$ cat src/rtl/dm_arbiter.sv
// Two-core data-memory arbiter: round-robin per access, optional bounded lock
// for bursts, registered memory drive and a one-cycle read-valid return.
module dm_arbiter #(
  parameter int ADDR_W    = 12,
  parameter int DATA_W    = 17,
  parameter int MAX_BURST = 4
) (
  input  logic              clk,
  input  logic              rst_n,
  input  logic              req0,
  input  logic              req1,
  input  logic              we0,
  input  logic              we1,
  input  logic [ADDR_W-1:0] addr0,
  input  logic [ADDR_W-1:0] addr1,
  input  logic [DATA_W-1:0] wdata0,
  input  logic [DATA_W-1:0] wdata1,
  input  logic              lock0,
  input  logic              lock1,
  output logic              gnt0,
  output logic              gnt1,
  output logic              rvalid0,
  output logic              rvalid1,
  output logic [DATA_W-1:0] rdata,
  output logic              mem_we,
  output logic [ADDR_W-1:0] mem_addr,
  output logic [DATA_W-1:0] mem_wdata,
  input  logic [DATA_W-1:0] mem_rdata,
  output logic              busy
);

  localparam int CNT_W = $clog2(MAX_BURST + 1);
  localparam logic [CNT_W-1:0] BURST_MAX = CNT_W'(MAX_BURST);

  typedef enum logic [1:0] {IDLE, ISSUE, RETURN} state_t;

  state_t           state, state_nxt;
  logic             owner_vld;
  logic             owner_id;
  logic             last;
  logic [CNT_W-1:0] burst_cnt;

  logic elig0_p0, elig1_p0, hold_p0, own_elig_p0, own_lock_p0;
  logic sel0_p0, sel1_p0, sel_any_p0, sel_lock_p0;

  function automatic logic [CNT_W-1:0] sat_inc(input logic [CNT_W-1:0] c);
    return (c >= BURST_MAX) ? BURST_MAX : c + CNT_W'(1);
  endfunction

  assign rdata = mem_rdata;

  // Stage p0: pick a winner from this edge's requests, masking whoever holds gnt
  always_comb begin
    elig0_p0    = req0 & ~gnt0;
    elig1_p0    = req1 & ~gnt1;
    hold_p0     = owner_vld & (burst_cnt < BURST_MAX);
    own_elig_p0 = owner_id ? elig1_p0 : elig0_p0;
    own_lock_p0 = owner_id ? lock1 : lock0;
    sel0_p0     = 1'b0;
    sel1_p0     = 1'b0;
    if (hold_p0 && own_elig_p0) begin
      sel0_p0 = ~owner_id;
      sel1_p0 = owner_id;
    end else if (!(hold_p0 && own_lock_p0)) begin
      if (elig0_p0 && elig1_p0) begin
        sel0_p0 = last;
        sel1_p0 = ~last;
      end else begin
        sel0_p0 = elig0_p0;
        sel1_p0 = elig1_p0;
      end
    end
    sel_any_p0  = sel0_p0 | sel1_p0;
    sel_lock_p0 = (sel0_p0 & lock0) | (sel1_p0 & lock1);
  end

  // Stage p1: registered grant, memory drive, read return and lock bookkeeping
  always_ff @(posedge clk or negedge rst_n) begin
    if (!rst_n) begin
      gnt0      <= 1'b0;
      gnt1      <= 1'b0;
      rvalid0   <= 1'b0;
      rvalid1   <= 1'b0;
      mem_we    <= 1'b0;
      mem_addr  <= '0;
      mem_wdata <= '0;
      last      <= 1'b1;
      owner_vld <= 1'b0;
      owner_id  <= 1'b0;
      burst_cnt <= '0;
    end else begin
      gnt0    <= sel0_p0;
      gnt1    <= sel1_p0;
      rvalid0 <= gnt0 & ~mem_we;
      rvalid1 <= gnt1 & ~mem_we;
      mem_we  <= (sel0_p0 & we0) | (sel1_p0 & we1);
      if (sel0_p0) begin
        mem_addr  <= addr0;
        mem_wdata <= wdata0;
        last      <= 1'b0;
      end else if (sel1_p0) begin
        mem_addr  <= addr1;
        mem_wdata <= wdata1;
        last      <= 1'b1;
      end
      if (sel_any_p0) begin
        if (sel_lock_p0) begin
          owner_vld <= 1'b1;
          owner_id  <= sel1_p0;
          burst_cnt <= (owner_vld && (owner_id == sel1_p0)) ? sat_inc(burst_cnt) : CNT_W'(1);
        end else begin
          owner_vld <= 1'b0;
          burst_cnt <= '0;
        end
      end
    end
  end

  always_ff @(posedge clk or negedge rst_n) begin
    if (!rst_n) state <= IDLE;
    else        state <= state_nxt;
  end

  always_comb begin
    state_nxt = IDLE;
    if (sel_any_p0)                   state_nxt = ISSUE;
    else if ((gnt0 | gnt1) & ~mem_we) state_nxt = RETURN;
  end

  always_comb begin
    busy = (state != IDLE);
  end

endmodule

$ cat config.mk
export PLATFORM = sky130hd
export DESIGN_NAME = dm_arbiter
export DESIGN_NICKNAME = d
export VERILOG_FILES = /design/src/rtl/dm_arbiter.sv
export SDC_FILE = /design/constraint.sdc
export NUM_CORES = 1
export LEC_CHECK = 0
export CAP_MARGIN = 15
export CORE_MARGIN = 4
export CORE_UTILIZATION = 40
export DETAILED_ROUTE_END_ITERATION = 6
export PLACE_DENSITY = 0.95
export SLEW_MARGIN = 20
export SYNTH_ARGS = -nofsm -noshare
export SYNTH_HDL_FRONTEND = slang
export SYNTH_SLANG_ARGS = --single-unit
$ cat constraint.sdc
create_clock -name clk -period 2.4 [get_ports clk]
set_input_delay 0.36 -clock clk [delete_from_list [all_inputs] [get_ports clk]]
set_output_delay 0.36 -clock clk [all_outputs]
set_load 0.01 [all_outputs]
==> reports/results.ini <==
[pwr]
peakVddDrop_mv=0.688
p_per_area_nw_per_um2=1110
p_leak_uw=0.00132
finalPower_uw=3520

[sta]
max_slew_margin_pct=38.1
fmax_mhz=518
final_max_slew_viol_count=0
setup_viol=0
final.period_utilization_pct=80.4
setup_tns_ns=0
clock_skew_ns=0.00404
worst_pin_slew_ns=0.929
rsz0062_at_grt=no
period_minus_slack_ns=1.93
hold_viol_final=0

[synth]
ys.flop_type=dfrtp_1
yosysUniqueCellTypes=37
synth.yosys.warnings=0
yosysSeqAreaShare_pct=48.3
synth_common_cells=41 x dfrtp_1, 32 x nor2_1, 30 x mux2i_1
syn_nets=291
async_reset_ff_share_pct=100
yosysTopAreaCell=dfrtp_1
synth_area_um2=2180
synth_top_area_share_pct=47.1
avgSynthCellArea_um2=10.6
synth-edff-count=0
yosysMostFrequentCell=dfrtp_1
synth_area_leaders=dfrtp_1 47%, mux2i_1 14%, a21oi_1 6.7%, buf_4 5.9%, nor2_1 5.5%
synthCells=206
synth_seq_cells=42

[routing]
drc=0
avgRoutedWirePerCell_um=14.7
dr.pass1.iters=3
drt_iter0_markers=34
antenna_left=0
dr_total_vias=1749
routed_wl_mm=5.30
avgViaCountPerCell=4.86

[place]
dp.cells=352
port_buffers=100
gp_congestion=0.857
dp_hpwl_mm=4.15

[critical_path]
crit_path_max_fanout=4
slowest_stage=clkdlybuf4s50_1
rr_worst_depth=5
crit_required_ns=2.59
path_buf_inv=1
cp-start-kind=input port
critPathKind=input port to flop
cp.depth=6
cp-end-kind=flop
path_delay_family=multiplexers
worstPathCellList=clkdlybuf4s50_1, mux2_1, a211oi_1, mux2i_1, o21ai_1, o32ai_1
worstPathArrival_ns=2.12
cpPeakStageDelay_ns=0.48

[cells_and_area]
area_growth_pct=46.2
drive_gt1_share_pct=7.24
fin_cells=360
n_antenna_cell=0
n_fill_cell=450
multi_input_area_um2=878
fin_nets=374
seq_area_um2=1050

[cts]
cts.clk_slew.worst_paths_ns=0.08
clkSinkCount=42
cts-root-buf=clkbuf_8
cts_buffers=5
htree_levels=2
post_cts_buffers=0
postCtsHoldBufs=0
cts_max_path_buffers=2
clock_latency_ns=0.29
cts_resized=0
cts_tree=built

[floorplan]
rows=26
die_h_um=81.8
core_um2=5200
num_io_pins=135
die_area_um2=6690
start_util_pct=41.9
die_w_um=81.8

[grt]
grt_max_degree=43
grt_pass1_vias=1778
grt_pass1_wl_mm=8.18
grt_usage_pct=16.1
grt.overflow.total=0
antenna_found_initial=0

[outcome]
status=finished, final reports clean

[hold_path]
hold_path.class=input port to asynchronous set/reset pin

[flow_run]
maxCapViolCount=0

routing by layer:
layer / global-route usage [%] / vias to the layer above / part of all wire (%) / routed length, µm
li1: - / 856 / - / -
met1: 17.0 / 820 / 36 / 1920
met2: 28.9 / 61 / 54 / 2850
met3: 5.92 / 12 / 8.1 / 428
met4: 6.15 / 0 / 1.7 / 89
met5: 0 / - / 0 / 0
flip-flops by register name (all words and copies together) (netlist names), 2 cells and up:
signal and count:
burst_cnt 3, mem_addr 12, mem_wdata 17, state 2
worst reg2reg max path, delay by kind of cell (launching register included):
| kind | cells | cell delay [ns] |
|---|---|---|
| flops | 1 | 0.46 |
| mux | 2 | 0.66 |
| compound gates | 3 | 0.64 |
final cells by class:
cell class | count | share of cell area [%]
clock buffers | 5 | 2.16
clock inverters | 3 | 1.26
flip-flops and latches | 42 | 33.0
inverters | 7 | 0.825
multi-input cells | 130 | 27.6
repair buffers | 103 | 32.4
well taps | 70 | 2.75
through the flow:
stage	utilization [%]	cell area [µm²]	setup slack (ns)	hold WS (ns)
6_report	61.2	3180	0.470	0.211
5_1_grt	61.2	3180	0.288	0.286
4_1_cts	61.2	3180	0.497	0.237
3_5_place_dp	59.1	3080	0.190	0.491
3_3_place_gp	59.1	3080	0.267	0.491
2_1_floorplan	-	2180	0.731	0.0644
logic make-up (layout without fill, tap and decap cells):
kind of cell,count (synthesis),in the layout,share of synthesized area (%)
compound gates,48,48,14.1
fa+ha+maj,2,2,1.15
buf+inv,34,118,11.4
flops,42,42,48.3
mux,31,31,14.3
simple gates,49,49,10.7
worst paths after layout:
| kind | from | endpoint | slack (ns) |
|---|---|---|---|
| setup / recovery | lock1 | burst_cnt[1] | 0.47 |
| hold / removal | rst_n | mem_we | 0.21 |
| setup reg to reg | owner_id | burst_cnt[1] | 0.54 |
| hold reg to reg | mem_we | rvalid1 | 0.50 |
| max in group asynchronous | rst_n | mem_wdata[6] | 1.62 |
| min in group clk | mem_we | rvalid1 | 0.50 |
power by group:
part,total (µW),switching (µW),internal (µW)
combinational,1730,788,942
clock,546,240,306
sequential,1240,209,1040
total,3520,1240,2280
cell usage in the layout, fill, tap and decap left out, types with 2 or more instances in the layout:
| cell | count |
|---|---|
| nor2b_1 | 4 |
| a21oi_1 | 29 |
| buf_4 | 2 |
| o21ai_1 | 2 |
| inv_1 | 7 |
| o21ai_0 | 2 |
| nor2_1 | 32 |
| clkdlybuf4s50_1 | 99 |
| a21o_1 | 2 |
| dfrtp_1 | 41 |
| ha_1 | 2 |
| nand2_1 | 2 |
| clkbuf_8 | 5 |
| clkinv_2 | 2 |
| nor3b_1 | 2 |
| mux2i_1 | 30 |
| a22o_1 | 2 |
Power figures use the tool's default switching activity.
